File: src/rtl/nibble_serial_add_ctrl_if.sv
// Bundle for the two-requester nibble-serial add controller: request, adder-slice and result channels.
// The controller connects through the slave view; requesters, adder slice and result sink use master.
interface nibble_serial_add_ctrl_if #(
   parameter int NIBBLES = 4
);
   localparam int W = 4 * NIBBLES;

   logic         req0_valid;
   logic         req1_valid;
   logic [W-1:0] req0_a;
   logic [W-1:0] req0_b;
   logic [W-1:0] req1_a;
   logic [W-1:0] req1_b;
   logic         req0_cin;
   logic         req1_cin;
   logic         req0_ready;
   logic         req1_ready;

   logic [3:0]   add_a;
   logic [3:0]   add_b;
   logic         add_cin;
   logic [3:0]   add_s;
   logic         add_cout;

   logic         rsp_valid;
   logic         rsp_ready;
   logic         rsp_id;
   logic [W-1:0] rsp_sum;
   logic         rsp_cout;
   logic         busy;

   modport slave (
      input  req0_valid, req1_valid, req0_a, req0_b, req1_a, req1_b, req0_cin, req1_cin,
      output req0_ready, req1_ready,
      output add_a, add_b, add_cin,
      input  add_s, add_cout,
      output rsp_valid, rsp_id, rsp_sum, rsp_cout, busy,
      input  rsp_ready
   );

   modport master (
      output req0_valid, req1_valid, req0_a, req0_b, req1_a, req1_b, req0_cin, req1_cin,
      input  req0_ready, req1_ready,
      input  add_a, add_b, add_cin,
      output add_s, add_cout,
      input  rsp_valid, rsp_id, rsp_sum, rsp_cout, busy,
      output rsp_ready
   );
endinterface

File: src/rtl/nibble_serial_add_ctrl.sv
// Round-robin arbiter feeding a W-bit add through an external 4-bit slice, one nibble per cycle,
// LSB nibble first, with a held result until the sink accepts it.
module nibble_serial_add_ctrl #(
   parameter int NIBBLES = 4
) (
   input  logic                      clk,
   input  logic                      rst_n,
   nibble_serial_add_ctrl_if.slave   bus
);
   localparam int W     = 4 * NIBBLES;
   localparam int IDX_W = (NIBBLES > 1) ? $clog2(NIBBLES) : 1;

   typedef enum logic [1:0] {IDLE, ADD, DONE} state_e;

   state_e           state_q;
   logic [W-1:0]     a_q;
   logic [W-1:0]     b_q;
   logic             carry_q;
   logic [IDX_W-1:0] idx_q;
   logic [W-1:0]     sum_q;
   logic             cout_q;
   logic             id_q;
   logic             last_q;

   logic             grant;
   logic             accept;
   logic             ready0;
   logic             ready1;
   logic [IDX_W+1:0] base;
   logic             in_add;

   // NOTE: every signal written here gets a default first, so no path leaves one unassigned (no latch).
   always_comb begin
      grant = 1'b0;
      if (bus.req0_valid && bus.req1_valid) begin
         grant = ~last_q;
      end else if (bus.req1_valid) begin
         grant = 1'b1;
      end
   end

   // rst_n gates the strobes so nothing is offered while reset is held, even with valid high.
   assign ready0 = rst_n && (state_q == IDLE) && bus.req0_valid && !grant;
   assign ready1 = rst_n && (state_q == IDLE) && bus.req1_valid &&  grant;
   assign accept = ready0 || ready1;

   assign bus.req0_ready = ready0;
   assign bus.req1_ready = ready1;

   assign in_add      = (state_q == ADD);
   assign base        = {idx_q, 2'b00};
   assign bus.add_a   = in_add ? a_q[base +: 4] : 4'h0;
   assign bus.add_b   = in_add ? b_q[base +: 4] : 4'h0;
   assign bus.add_cin = in_add ? carry_q : 1'b0;

   assign bus.rsp_valid = (state_q == DONE);
   assign bus.rsp_id    = id_q;
   assign bus.rsp_sum   = sum_q;
   assign bus.rsp_cout  = cout_q;
   assign bus.busy      = (state_q != IDLE);

   // NOTE: state uses non-blocking assignments only, so every register samples pre-edge values.
   // NOTE: operand registers are reset too; they are few flops and keep X out of add_a/add_b.
   always_ff @(posedge clk or negedge rst_n) begin
      if (!rst_n) begin
         state_q <= IDLE;
         a_q     <= '0;
         b_q     <= '0;
         carry_q <= 1'b0;
         idx_q   <= '0;
         sum_q   <= '0;
         cout_q  <= 1'b0;
         id_q    <= 1'b0;
         last_q  <= 1'b1;
      end else begin
         case (state_q)
            IDLE: begin
               if (accept) begin
                  a_q     <= grant ? bus.req1_a   : bus.req0_a;
                  b_q     <= grant ? bus.req1_b   : bus.req0_b;
                  carry_q <= grant ? bus.req1_cin : bus.req0_cin;
                  id_q    <= grant;
                  last_q  <= grant;
                  idx_q   <= '0;
                  sum_q   <= '0;
                  state_q <= ADD;
               end
            end
            ADD: begin
               sum_q[base +: 4] <= bus.add_s;
               carry_q          <= bus.add_cout;
               idx_q            <= idx_q + 1'b1;
               if (idx_q == IDX_W'(NIBBLES - 1)) begin
                  cout_q  <= bus.add_cout;
                  state_q <= DONE;
               end
            end
            DONE: begin
               if (bus.rsp_ready) begin
                  state_q <= IDLE;
               end
            end
            default: state_q <= IDLE;
         endcase
      end
   end
endmodule

File: src/flat_wrapper.sv
// flat-port wrapper written by rule: the top's interface ports become plain ports
module nibble_serial_add_ctrl_flat 
#(
   parameter int NIBBLES = 4
)
  (clk, rst_n, bus_req0_valid, bus_req1_valid, bus_req0_a, bus_req0_b, bus_req1_a, bus_req1_b, bus_req0_cin, bus_req1_cin, bus_req0_ready, bus_req1_ready, bus_add_a, bus_add_b, bus_add_cin, bus_add_s, bus_add_cout, bus_rsp_valid, bus_rsp_id, bus_rsp_sum, bus_rsp_cout, bus_busy, bus_rsp_ready);
  nibble_serial_add_ctrl_if #(.NIBBLES(NIBBLES)) bus_i ();
  input  logic clk;
  input  logic rst_n;
  input wire logic [$bits(bus_i.req0_valid)-1:0] bus_req0_valid;
  input wire logic [$bits(bus_i.req1_valid)-1:0] bus_req1_valid;
  input wire logic [$bits(bus_i.req0_a)-1:0] bus_req0_a;
  input wire logic [$bits(bus_i.req0_b)-1:0] bus_req0_b;
  input wire logic [$bits(bus_i.req1_a)-1:0] bus_req1_a;
  input wire logic [$bits(bus_i.req1_b)-1:0] bus_req1_b;
  input wire logic [$bits(bus_i.req0_cin)-1:0] bus_req0_cin;
  input wire logic [$bits(bus_i.req1_cin)-1:0] bus_req1_cin;
  output wire logic [$bits(bus_i.req0_ready)-1:0] bus_req0_ready;
  output wire logic [$bits(bus_i.req1_ready)-1:0] bus_req1_ready;
  output wire logic [$bits(bus_i.add_a)-1:0] bus_add_a;
  output wire logic [$bits(bus_i.add_b)-1:0] bus_add_b;
  output wire logic [$bits(bus_i.add_cin)-1:0] bus_add_cin;
  input wire logic [$bits(bus_i.add_s)-1:0] bus_add_s;
  input wire logic [$bits(bus_i.add_cout)-1:0] bus_add_cout;
  output wire logic [$bits(bus_i.rsp_valid)-1:0] bus_rsp_valid;
  output wire logic [$bits(bus_i.rsp_id)-1:0] bus_rsp_id;
  output wire logic [$bits(bus_i.rsp_sum)-1:0] bus_rsp_sum;
  output wire logic [$bits(bus_i.rsp_cout)-1:0] bus_rsp_cout;
  output wire logic [$bits(bus_i.busy)-1:0] bus_busy;
  input wire logic [$bits(bus_i.rsp_ready)-1:0] bus_rsp_ready;
  assign bus_i.req0_valid = bus_req0_valid;
  assign bus_i.req1_valid = bus_req1_valid;
  assign bus_i.req0_a = bus_req0_a;
  assign bus_i.req0_b = bus_req0_b;
  assign bus_i.req1_a = bus_req1_a;
  assign bus_i.req1_b = bus_req1_b;
  assign bus_i.req0_cin = bus_req0_cin;
  assign bus_i.req1_cin = bus_req1_cin;
  assign bus_req0_ready = bus_i.req0_ready;
  assign bus_req1_ready = bus_i.req1_ready;
  assign bus_add_a = bus_i.add_a;
  assign bus_add_b = bus_i.add_b;
  assign bus_add_cin = bus_i.add_cin;
  assign bus_i.add_s = bus_add_s;
  assign bus_i.add_cout = bus_add_cout;
  assign bus_rsp_valid = bus_i.rsp_valid;
  assign bus_rsp_id = bus_i.rsp_id;
  assign bus_rsp_sum = bus_i.rsp_sum;
  assign bus_rsp_cout = bus_i.rsp_cout;
  assign bus_busy = bus_i.busy;
  assign bus_i.rsp_ready = bus_rsp_ready;
  nibble_serial_add_ctrl #(.NIBBLES(NIBBLES)) u_core (.clk(clk), .rst_n(rst_n), .bus(bus_i));
endmodule
File: config.mk
export PLATFORM = sky130hd
export DESIGN_NAME = nibble_serial_add_ctrl_flat
export DESIGN_NICKNAME = d
export VERILOG_FILES = /design/src/rtl/nibble_serial_add_ctrl_if.sv /design/src/rtl/nibble_serial_add_ctrl.sv /design/src/flat_wrapper.sv
export SDC_FILE = /design/constraint.sdc
export NUM_CORES = 1
export LEC_CHECK = 0
export CAP_MARGIN = 15
export CELL_PAD_IN_SITES_DETAIL_PLACEMENT = 0
export CELL_PAD_IN_SITES_GLOBAL_PLACEMENT = 2
export CORE_MARGIN = 2
export CORE_UTILIZATION = 31
export CTS_BUF_LIST = sky130_fd_sc_hd__clkbuf_2
export DETAILED_ROUTE_END_ITERATION = 7
export PLACE_DENSITY_LB_ADDON = 0.1
export SLEW_MARGIN = 20
export SYNTH_ARGS = -nofsm -noshare
export SYNTH_HDL_FRONTEND = slang
export SYNTH_SLANG_ARGS = --single-unit
export TNS_END_PERCENT = 5
File: constraint.sdc
create_clock -name clk -period 4 [get_ports clk]
set_input_delay 0.4 -clock clk [delete_from_list [all_inputs] [get_ports clk]]
set_output_delay 0.4 -clock clk [all_outputs]
set_load 0.05 [all_outputs]
* Yosys cells after proc, flatten, opt, wreduce, memory -nomap -nowiden
Cells that the tools add are included.
Operators by class: reduce and logical (&&, ||, !) cells 15, multiplexer cells 19, add/sub/neg operators 2, bitwise operators 1, equal/unequal tests 6, shift-type cells 4
Operators by type and width (count):
- $mux 16 | 3
- $pmux 16 s2 | 1
- $shiftx 16x5->4 | 2
- $bwmux 16 | 1
- $shift 4x6->16 const A | 1
- $shiftx 4x6->16 | 1
- $mux 2 | 4
- $mux 4 | 2
- $logic_and 1x1->1 | 6
- $neg 4->6 | 1
- $pmux 2 s3 | 1
- $reduce_and 2->1 | 3
- $mux 1 | 5
- $eq 2x2->1 const B | 2
- $ne 2x1->1 const B | 2
- $pmux 2 s2 | 1
- $reduce_bool 2->1 | 2
- $reduce_and 3->1 | 1
- $add 2x1->2 const B | 1
- $eq 2x1->1 const B | 1
- $logic_not 2->1 | 1
- $ne 2x2->1 const B | 1
- $pmux 1 s2 | 1
- $logic_not 1->1 | 1
- 2 further kinds | 2
Storage, ports and cells: input bits 76, logic and storage cells 56, output and inout port bits 31, register bits 56

* Depth between registers and ports, before layout
word-level depth 7, mapped depth 7, depth with buffers taken out 5

* Least setup slack after synthesis
No wires, ideal clock.
path kind reg-to-output, from register u_core.last_q, to output port bus_req0_ready, arrival time 1.570 ns, data required time 3.600 ns, cell stages (with the launch flop) 5, setup slack 2.030 ns, buffers on the path 2, cells stage by stage dfstp_2 a21boi_1 buf_4 buf_4 nor2_1
On the way: cells in the longest elaborated chain, start to end 4
RTL lines:
- start, declared | line nibble_serial_add_ctrl.sv:23 | logic last_q;
- start signal, assigned | line nibble_serial_add_ctrl.sv:83 | last_q <= grant;
- $not 1->1 | line nibble_serial_add_ctrl.sv:36 | grant = ~last_q;
- $mux 1 | line nibble_serial_add_ctrl.sv:35 | if (bus.req0_valid && bus.req1_valid) begin
- $logic_not 1->1 | line nibble_serial_add_ctrl.sv:43 | assign ready0 = rst_n && (state_q == IDLE) && bus.req0_valid && !grant;
- $logic_and 1x1->1 | line nibble_serial_add_ctrl.sv:43
- end, declared | line flat_wrapper.sv:18 | output wire logic [$bits(bus_i.req0_ready)-1:0] bus_req0_ready;
Every way passes these cells.

* Worst setup path in the final report
from register u_core.idx_q[0], to output port bus_add_b[0]
On the way: cells in the longest elaborated chain, start to end 2
RTL lines:
- start, declared | line nibble_serial_add_ctrl.sv:19 | logic [IDX_W-1:0] idx_q;
- start signal, assigned | line nibble_serial_add_ctrl.sv:92 | idx_q <= idx_q + 1'b1;
- $shiftx 16x5->4 | line nibble_serial_add_ctrl.sv:53 | assign bus.add_b = in_add ? b_q[base +: 4] : 4'h0;
- $mux 4 | line nibble_serial_add_ctrl.sv:53
- end, declared | line flat_wrapper.sv:21 | output wire logic [$bits(bus_i.add_b)-1:0] bus_add_b;
Every way passes these cells.

==> impl_metrics.ini <==
[timing]
fin_crit_ps = 3360
worst_slew_pin_slew_ps = 899
layout_setup_ws_ps = 642
rsz0062_at_grt = false
max_freq_mhz = 298
setup_viol = 0
post-route-period-util = 0.839
skew_ps = 17.4
drv_slew = 0
fin_tns_setup_ps = 0
finalHoldViolCount = 0
slew_headroom = 0.401

[route]
wl_per_cell_um = 15.8
drc = 0
initialDrtViolationCount = 78
drt_first_pass_iters = 4
num_vias = 2358
via_per_inst = 4.86
drtAntennaViolNets = 0
routed_wl_mm = 7.66

[cts]
numCtsBuffers = 5
h-tree-depth = 2
clockBufferDepth = 2
ctsHoldBuffers = 1
cts-root-buf = clkbuf_2
clkSinkCount = 56
cts_tree = yes
cts_resized = 0
clk_latency_ps = 450
cts_setup_buffers = 0
cts.clk_slew.worst_paths_ps = 290

[synth]
synth-seq-cells = 56
yosysTopAreaCellShare = 0.459
synth_area_um2 = 3000
syn_nets = 338
synth_cell_types = 39
yosys-top-cells-area = dfrtp_1 46%, a21oi_1 11%, mux2i_1 11%
syn_inst = 256
synth.largest_area_cell = dfrtp_1
ys.warnings.count = 0
seq_area_frac_synth = 0.468
syn_area_per_cell_um2 = 11.7

[placement]
dp_hpwl_mm = 5.33
dp_slack_ps = 1150
gp_congestion = 0.722
placed_cell_area_um2 = 4130
port_buffers = 106

[pwr]
peakVddDrop_mv = 0.337
p_total_mw = 3.25
p_per_area_nw_per_um2 = 763
leakage_nw = 1.76

[layout]
layout-drive-gt1-share = 0.0955
areaGrowthSynthToFinish_pct = 42.0
diodes = 0
fin_util = 0.456
nets = 437
final_cell_area_um2 = 4260
seq_area_um2 = 1400
nFillCells = 911
multi_input_area_um2 = 1450

[die]
io_pins = 107
initial_core_util = 0.322
die_y_um = 102
die_w_um = 102
die-area_um2 = 10500
rows = 35
coreArea_um2 = 9330

[global_route]
grt_pass1_vias = 2323
antenna_found_initial = 0
gr-total-overflow = 0
grt_max_degree = 42
grt_usage = 0.149
grt_pass1_wl_mm = 12.0

[setup_path]
cp-start-kind = register
cp.required_ps = 3600
crit_fanout = 17
arrival_ps = 2960
crit_path_end_kind = primary output
critPathKind = register to primary output

[job]
drv_cap = 0

[outcome]
outcome = complete, no violations

[min_path]
hp-class = primary input to async pin
==> registers in the layout, summed over array words and instances (netlist names) <==
register and flops:
u_core.carry_q 1, u_core.idx_q 2, u_core.bus.rsp_sum 16, u_core.last_q 1, u_core.state_q 2, u_core.b_q 16
u_core.bus.rsp_cout 1, u_core.bus.rsp_id 1, u_core.a_q 16
==> cell families (layout without fill, tap and decap cells) <==
family                   after synthesis  in the layout  synth area share
adder cells (fa/ha/maj)                6              6            0.0250
buffers and inverters                 25            125            0.0526
multiplexers                          41             41             0.177
AO/OA/AOI/OAI                         93             93             0.191
AND/OR/NAND/NOR                       35             35            0.0864
flip-flops                            56             56             0.468
==> cells in the mapped netlist <==
library cell,count
buf_12,1
nor4_4,1
a211o_1,1
buf_4,7
o21ai_0,2
a22o_1,16
nand2_2,1
a21boi_1,1
a22oi_2,4
dfstp_2,1
ha_1,6
nor4b_4,2
nand3_1,1
a31oi_1,1
dfrtp_1,55
inv_1,4
mux2i_1,32
nor2_4,1
nor2_1,1
nand4bb_1,1
or3b_2,1
o31ai_1,1
clkbuf_1,1
nand2b_2,1
mux2_4,1
nand2_1,9
o311ai_1,1
mux4_2,4
nor2b_1,3
buf_6,1
nor3b_1,1
o21a_1,1
a22oi_1,1
buf_2,11
and2_1,10
a21oi_1,64
nand2b_1,1
mux4_1,4
and3_1,1
==> per-layer routing <==
| layer | share of wire | global-route usage | vias to the layer above |
|---|---|---|---|
| li1 | - | - | 1145 |
| met1 | 0.44 | 0.192 | 1145 |
| met2 | 0.51 | 0.260 | 62 |
| met3 | 0.044 | 0.0328 | 6 |
| met4 | 0.0069 | 0.0308 | 0 |
| met5 | 0 | 0 | - |
==> cell usage in the layout (no fill, tap or decap), drive strengths merged, types with 4 or more instances in the layout <==
| cell type | Yosys | final |
|---|---|---|
| nand2 | 10 | 10 |
| a22o | 16 | 16 |
| clkbuf | 1 | 5 |
| a21oi | 64 | 64 |
| mux4 | 8 | 8 |
| inv | 4 | 4 |
| and2 | 10 | 10 |
| a22oi | 5 | 5 |
| dfrtp | 55 | 55 |
| buf | 20 | 7 |
| mux2i | 32 | 32 |
| clkdlybuf4s50 | 0 | 105 |
| ha | 6 | 6 |
==> stage by stage <==
step / std cells / hold slack, ps
2_1_floorplan: 256 / 104
3_3_place_gp: 476 / 389
3_5_place_dp: 476 / 390
4_1_cts: 485 / 395
5_1_grt: 485 / 374
6_report: 485 / 390
==> power breakdown <==
part,internal [mW],total (mW),switching (mW)
registers,0.807,1.02,0.212
logic,0.744,1.81,1.07
clock network,0.230,0.414,0.184
total,1.78,3.25,1.47
==> layout make-up <==
cell class,count,share of cell area
repair buffers,113,0.261
well taps,129,0.0379
flip-flops and latches,56,0.329
clock buffers,5,0.00588
clock inverters,3,0.0212
multi-input cells,175,0.341
inverters,4,0.00353
==> worst max-delay path, stage by stage, from the launching register on <==
cell	delay, ps
dfrtp_1	1000
mux4_1	630
and2_1	160
clkdlybuf4s50_1	700
==> path summary, 6_finish.rpt <==
| path | startpoint | to | depth (start not counted) | slack [ps] |
|---|---|---|---|---|
| worst max-delay path | u_core.idx_q[0]$_DFFE_PN0P_ | bus_add_b[0] | 3 | 640 |
| worst min-delay path | rst_n | u_core.b_q[14]$_DFFE_PN0P_ | 2 | 390 |
| worst max register to register | u_core.idx_q[0]$_DFFE_PN0P_ | u_core.bus.rsp_sum[9]$_DFFE_PN0P_ | 5 | 1600 |
| worst min register to register | u_core.last_q$_DFFE_PN1P_ | u_core.last_q$_DFFE_PN1P_ | 2 | 520 |
| max in group asynchronous | rst_n | u_core.last_q$_DFFE_PN1P_ | 3 | 2720 |
| min in group clk | u_core.last_q$_DFFE_PN1P_ | u_core.last_q$_DFFE_PN1P_ | 2 | 520 |
No activity file was read; power rests on OpenSTA's default activity.
